--- src/rtl/alu_issuer.sv ---
// alu_issuer: 4-stage (IDLE/DECODE/EXEC/WB) MIPS R-type issuer driving an external ALU, with 32x32 register file.
// Optional ALU_ISSUER_ZCOUNT_EN adds a saturating 16-bit count of completions with zero result.
module alu_issuer #(
   parameter int NREG = 32
) (
   input  logic        clk,
   input  logic        rst_n,
   input  logic        instr_valid,
   output logic        instr_ready,
   input  logic [31:0] instr,
   output logic [31:0] X,
   output logic [31:0] Y,
   output logic [3:0]  S,
   input  logic [31:0] r,
   input  logic        Zflag,
   input  logic        wr_en,
   input  logic [4:0]  wr_addr,
   input  logic [31:0] wr_data,
   input  logic [4:0]  rd_addr,
   output logic [31:0] rd_data,
   output logic        done,
   output logic        illegal,
   output logic        zero
`ifdef ALU_ISSUER_ZCOUNT_EN
   ,
   output logic [15:0] zcount
`endif
);

   typedef enum logic [1:0] {IDLE, DECODE, EXEC, WB} state_t;

   state_t      state, state_nx;
   logic [4:0]  rs_q, rt_q, rd_q;
   logic [5:0]  funct_q;
   logic [31:0] res_q;
   logic        zf_q;
   logic        legal;
   logic [3:0]  s_dec;
   logic [31:0] regs [NREG];

   // shamt and opcode fields play no part in R-type ALU issue
   logic unused_instr;
   assign unused_instr = ^{instr[31:26], instr[10:6]};

   assign instr_ready = (state == IDLE);
   assign rd_data     = regs[rd_addr];

   // NOTE: every variable written here gets a default first so no latch is inferred.
   always_comb begin
      legal = 1'b1;
      s_dec = 4'd0;
      case (funct_q)
         6'h24:   s_dec = 4'd0;
         6'h25:   s_dec = 4'd1;
         6'h20:   s_dec = 4'd2;
         6'h22:   s_dec = 4'd6;
         6'h2A:   s_dec = 4'd7;
         6'h27:   s_dec = 4'd12;
         default: legal = 1'b0;
      endcase
   end

   always_comb begin
      state_nx = state;
      case (state)
         IDLE:    if (instr_valid) state_nx = DECODE;
         DECODE:  state_nx = legal ? EXEC : IDLE;
         EXEC:    state_nx = WB;
         WB:      state_nx = IDLE;
         default: state_nx = IDLE;
      endcase
   end

   // NOTE: sequential state uses non-blocking assignments so all flops update from pre-edge values.
   always_ff @(posedge clk or negedge rst_n) begin
      if (!rst_n) begin
         state   <= IDLE;
         rs_q    <= '0;
         rt_q    <= '0;
         rd_q    <= '0;
         funct_q <= '0;
         X       <= '0;
         Y       <= '0;
         S       <= '0;
         res_q   <= '0;
         zf_q    <= 1'b0;
         done    <= 1'b0;
         illegal <= 1'b0;
         zero    <= 1'b0;
      end else begin
         state   <= state_nx;
         done    <= (state == WB);
         illegal <= (state == DECODE) && !legal;
         if (state == IDLE && instr_valid) begin
            rs_q    <= instr[25:21];
            rt_q    <= instr[20:16];
            rd_q    <= instr[15:11];
            funct_q <= instr[5:0];
         end
         // operands are sampled here, so later host writes to rs/rt cannot reach this instruction
         if (state == DECODE && legal) begin
            X <= regs[rs_q];
            Y <= regs[rt_q];
            S <= s_dec;
         end
         if (state == EXEC) begin
            res_q <= r;
            zf_q  <= Zflag;
         end
         if (state == WB) zero <= zf_q;
      end
   end

   // NOTE: the register file is reset explicitly because software expects all registers to read 0 after reset.
   always_ff @(posedge clk or negedge rst_n) begin
      if (!rst_n) begin
         for (int i = 0; i < NREG; i++) regs[i] <= '0;
      end else begin
         if (wr_en && wr_addr != 5'd0) regs[wr_addr] <= wr_data;
         // later assignment wins, giving write-back priority over a same-address host write
         if (state == WB && rd_q != 5'd0) regs[rd_q] <= res_q;
      end
   end

`ifdef ALU_ISSUER_ZCOUNT_EN
   always_ff @(posedge clk or negedge rst_n) begin
      if (!rst_n) begin
         zcount <= '0;
      end else if (state == WB && zf_q && zcount != 16'hFFFF) begin
         zcount <= zcount + 16'd1;
      end
   end
`endif

endmodule

--- config.mk ---
export PLATFORM = sky130hd
export DESIGN_NAME = alu_issuer
export DESIGN_NICKNAME = d
export VERILOG_FILES = /design/src/rtl/alu_issuer.sv
export SDC_FILE = /design/constraint.sdc
export NUM_CORES = 2
export LEC_CHECK = 0
export BUFFER_PORTS_ARGS = -buffer_cell sky130_fd_sc_hd__buf_2
export CORE_ASPECT_RATIO = 2
export CORE_MARGIN = 3
export CORE_UTILIZATION = 60
export CTS_BUF_LIST = sky130_fd_sc_hd__clkbuf_2
export DETAILED_ROUTE_END_ITERATION = 10
export HOLD_SLACK_MARGIN = 0.1
export MAX_ROUTING_LAYER = met4
export PLACE_DENSITY_LB_ADDON = 0.05
export SLEW_MARGIN = 20
export SYNTH_ARGS = -nofsm -noshare
export SYNTH_HDL_FRONTEND = slang
export SYNTH_SLANG_ARGS = --single-unit
--- constraint.sdc ---
create_clock -name clk -period 3.9 [get_ports clk]
set_clock_uncertainty 0.05 [all_clocks]
set_input_delay 0.975 -clock clk [delete_from_list [all_inputs] [get_ports clk]]
set_output_delay 0.975 -clock clk [all_outputs]
set_load 0.02 [all_outputs]
Yosys cells after proc, flatten, opt, wreduce, memory -nomap -nowiden
Cells that the tools add are included.
{"block": "totals", "output_inout_bits": 104, "inputBits": 111, "reg_bits": 1151, "elab_cells": 101}
{"block": "classes", "eq_ne": 10, "bitwise": 5, "mux": 22, "reduce_logical": 12, "order_cmp": 7}
{"cell": "1024-bit bitwise mux", "count": 2}
{"cell": "1024-bit two-way mux", "count": 2}
{"cell": "32-bit binary-select mux with 5-bit select", "count": 3}
{"cell": "32-bit demux with 5-bit select", "count": 2}
{"cell": "32-bit two-way mux", "count": 8}
{"cell": "6-bit equality test, second input constant", "count": 6}
{"cell": "6-bit >= comparator, second input constant", "count": 5}
{"cell": "5-bit inverter with 6-bit output", "count": 5}
{"cell": "4-bit one-hot mux with 5 select lines", "count": 1}
{"cell": "6-bit by 1-bit less-than comparator with 1-bit output, second input constant", "count": 2}
{"cell": "5-bit nonzero test", "count": 2}
{"cell": "2-bit one-hot mux with 4 select lines", "count": 1}
{"cell": "1-bit logical AND", "count": 7}
{"cell": "6-bit OR reduction", "count": 1}
{"cell": "2-bit equality test, second input constant", "count": 2}
{"cell": "2-bit two-way mux", "count": 2}
{"cell": "2-bit by 1-bit equality test with 1-bit output, second input constant", "count": 1}
{"cell": "2-bit logical NOT", "count": 1}
{"cell": "2-bit inequality test, second input constant", "count": 1}
{"cell": "1-bit logical NOT", "count": 1}
{"cell": "1-bit two-way mux", "count": 1}

Depth between registers and ports, before layout
{"block": "logic_depth", "ltp_word": 9, "ltp_mapped": 8}

Worst setup path after synthesis
OpenSTA, ideal clock, no wires.
{"block": "synth_timing", "kind": "input to output", "start": "input port rd_addr[0]", "end": "output port rd_data[0]", "cell_stages": 6, "t_arrival_ns": 2.802, "n_path_buf": 3, "setup_slack_ns": 0.073, "path_cell_list": "buf_2 > buf_6 > buf_2 > mux4_2 > mux4_2 > mux2_2"}
{"block": "synth_between", "elab_chain_cells": 4}
{"element": "start: declaration", "line_no": "19", "source": "input logic [4:0] rd_addr,"}
{"element": "5-bit inverter with 6-bit output (not written as such)", "line_no": "46", "source": "assign rd_data = regs[rd_addr];"}
{"element": "32-bit binary-select mux with 5-bit select", "line_no": "46"}
{"element": "32-bit two-way mux (not written as such) (2 in series)", "line_no": "46"}
{"element": "end: declaration", "line_no": "20", "source": "output logic [31:0] rd_data,"}
Every way passes these cells. The select of a mux whose other input is x is not followed.

Worst setup path after layout
{"block": "layout_timing", "start": "register regs[211] (netlist bit)", "end": "output port rd_data[19]"}
{"block": "layout_between", "elab_chain_cells": 3}
{"element": "start: declaration", "line_no": "39", "source": "logic [31:0] regs [NREG];"}
{"element": "start signal: indexed assignment", "line_no": "119", "source": "if (wr_en && wr_addr != 5'd0) regs[wr_addr] <= wr_data;"}
{"element": "start signal: indexed assignment", "line_no": "121", "source": "if (state == WB && rd_q != 5'd0) regs[rd_q] <= res_q;"}
{"element": "32-bit binary-select mux with 5-bit select", "line_no": "46"}
{"element": "32-bit two-way mux (not written as such) (2 in series)", "line_no": "46"}
Every way passes these cells. The select of a mux whose other input is x is not followed.

==> flow_metrics.py <==
metrics = {
    "critical_path": {
        "required_ps": 2870,
        "cp_top_family": "multiplexers",
        "reg2reg_depth": 6,
        "crit_arrival_ps": 3770,
        "cp_max_fo": 4,
        "crit_cells": 4,
        "crit_path_cell_trace": "mux4_2, mux4_2, mux2_4, buf_6",
        "path_class": "reg -> out",
        "crit_path_end_kind": "output pin",
        "start_kind": "flop",
        "max_stage_delay_ps": 520,
        "cp_slowest_cell": "mux4_2",
        "path_common_cell": "mux4_2",
        "cp_num_buf_inv": 1,
    },
    "synth": {
        "synth.most_common_cell": "mux2i_1",
        "synth.avg_cell_area_sq_um": 10.3,
        "synth_area_leaders": "dfrtp_1, mux2i_1, mux4_2",
        "synth_edf_count": 0,
        "synth_top_area_frac": 0.378,
        "syn_inst": 7419,
        "yosysTopAreaCell": "dfrtp_1",
        "synth_flop_cell": "dfrtp_1",
        "netlist_top_cells_count": "mux2i_1, dfrtp_1, a21oi_1, clkbuf_1, nand2_1",
        "syn_area_sq_mm": 0.0762,
        "ys_seq_area_frac": 0.378,
        "synth-seq-cells": 1151,
        "syn_nets": 7530,
        "async_flop_share": 1.00,
        "yosys.cell_types.count": 39,
        "ys_warn_count": 0,
    },
    "power": {
        "cellPowerDensity_mw_per_mm2": 764,
        "p_int_mw": 34.8,
        "vdd_drop_max_v": 0.000686,
        "pwr-share-comb": 0.509,
        "p_seq_frac": 0.364,
        "p_clk_frac": 0.127,
        "switching_share": 0.471,
        "p_switching_mw": 30.9,
        "leakage_nw": 37.8,
    },
    "placement": {
        "placed_area_sq_mm": 0.0802,
        "place.port_buffers": 203,
        "place_inst": 8746,
        "dpl.hpwl_microns": 198000,
        "gp_congestion": 0.967,
    },
    "global_routing": {
        "grt_use_total": 0.525,
        "overflow": 0,
        "grt_pass1_wl_microns": 485000,
        "grt_pass1_vias": 69011,
        "antenna_found_initial": 21,
        "grt_max_degree": 130,
    },
    "clocking": {
        "htree_levels": 5,
        "cts_tree": "built",
        "cts_buffers": 290,
        "cts.sinks": 1151,
        "clk_pin_slew_worst_paths_ps": 140,
        "root_buffer": "clkbuf_2",
        "clock_path_buffers": 4,
        "clkLatencyLatePin_ps": 1790,
    },
    "sta": {
        "final-max-slew-violation-count": 0,
        "rsz0062_at_grt": "yes",
        "max_freq_ghz": 0.209,
        "period_share": 1.23,
        "min_period_ps": 4790,
        "whs_ps": 140,
        "setup_viol": 32,
        "relSlewSlack": 0.135,
        "worst_slew_pin_slew_ps": 1290,
        "fin_ws_ps": -895,
        "hold_viol_final": 0,
    },
    "floorplanning": {
        "io_pins": 215,
        "fp.dieH_microns": 510,
        "die_x_microns": 258,
        "core-area_sq_mm": 0.126,
        "rows": 184,
        "die_area_sq_mm": 0.132,
        "start_util": 0.605,
    },
    "status": {
        "status": "finished with violations",
        "failed_checks": "negative setup slack",
    },
    "drt": {
        "ant_nets": 0,
        "drt_iter0_drc": 9759,
        "drc": 0,
        "num_vias": 70550,
        "wl_per_cell_microns": 35.4,
        "vias_per_cell": 7.34,
        "firstDrtPassIters": 8,
        "wl_microns": 340000,
    },
    "final_layout": {
        "final_cell_count_no_fill": 9607,
        "area_growth_pct": 12.9,
        "final_area_sq_mm": 0.0860,
        "final_layout_size_suffix_gt1_frac": 0.210,
        "finalNetCount": 7823,
        "fin_util": 0.683,
    },
    "worst_hold_path": {
        "hp-class": "in -> async",
    },
    "job": {
        "maxCapViolations": 0,
    },
}
[placed cells by master, fill, tap and decap left out, types with 7 or more instances in the layout]
cell	n
a21oi_1	641
a221oi_1	128
a22o_1	128
a22oi_1	256
a32oi_1	29
buf_12	121
buf_2	165
buf_4	395
buf_6	33
clkbuf_2	409
clkinv_1	63
clkinv_2	7
dfrtp_1	1124
dfrtp_2	25
diode_2	26
dlygate4sd3_1	156
inv_2	7
mux2_2	54
mux2_4	32
mux2i_1	1987
mux4_2	320
nand2_1	558
nand2_4	27
nor2_1	524
nor2_4	33
o21ai_0	485
o22ai_1	64
o41ai_1	65
[path summary, 6_finish.rpt]
check | end | slack, ps | from
min | regs[551] | 140 | rst_n
max | rd_data[19] | -890 | regs[211]
max reg2reg | X[3] | 940 | rs_q[0]
min in group clk | regs[710] | 260 | wr_data[6]
min reg2reg | regs[996] | 380 | regs[996]
max in group asynchronous | regs[282] | 2900 | rst_n
[through the flow]
step                power (mW)  setup TNS (ps)  setup slack (ps)
finish                    65.7          -26180              -895
global route              68.1          -26240              -911
CTS                       63.9          -26550              -945
detailed placement        54.2           -8710              -341
global placement          53.2           -8150              -309
floorplan                 43.1               0              72.9
[cell type report]
| type | instances | area (sq um) |
|---|---|---|
| inverter | 4 | 15.0 |
| tap | 1674 | 2090 |
| fill | 10090 | 39900 |
| multi-input combinational | 5391 | 44400 |
| timing repair buffer | 874 | 8210 |
| antenna | 26 | 65.1 |
| sequential | 1151 | 28800 |
| clock buffer | 409 | 2050 |
| clock inverter | 78 | 328 |
[cells by family (layout without fill, tap and decap cells)]
kind of cell | count (synthesis) | in the layout | synth area share
multiplexers | 2393 | 2393 | 0.368
AO/OA/AOI/OAI | 1800 | 1800 | 0.145
AND/OR/NAND/NOR | 1198 | 1198 | 0.0608
flip-flops | 1151 | 1151 | 0.378
buffers and inverters | 877 | 1365 | 0.0480
other | 0 | 26 | 0
[power groups by stage]
stage	logic (mW)	registers (mW)	clock network, mW
final	33.5	23.9	8.34
after global routing	35.0	24.2	8.88
after CTS	32.2	23.4	8.30
after detailed placement	30.2	23.9	0
after global placement	29.4	23.8	0
after floorplan	22.3	20.8	0
[worst min-delay path: stages]
cell and delay, ps:
dlygate4sd3_1 570, buf_8 480, buf_12 330
[state kept, by name, summed over array words and instances, names as in the netlist, 4 cells and up, named ones only]
signal / count
funct_q: 6
regs: 1024
X: 32
rd_q: 5
S: 4
rt_q: 5
res_q: 32
Y: 32
rs_q: 5
[what timing repair did]
item                                     CTS  global route
setup buffers                            154            37
hold endpoints to repair                2198             0
pin swaps                                  0             0
endpoints found under the setup margin    32            32
gates resized for setup                   98             2
hold buffers                             157             0
[per-layer routing]
| metal | global-route usage | up-vias | share of wire |
|---|---|---|---|
| met5 | - | - | 0 |
| met4 | 0.493 | 0 | 0.12 |
| met3 | 0.170 | 2271 | 0.13 |
| met2 | 0.752 | 5903 | 0.43 |
| met1 | 0.575 | 34057 | 0.32 |
| li1 | - | 28319 | - |
Note: power is estimated with default switching activity, not from simulation.
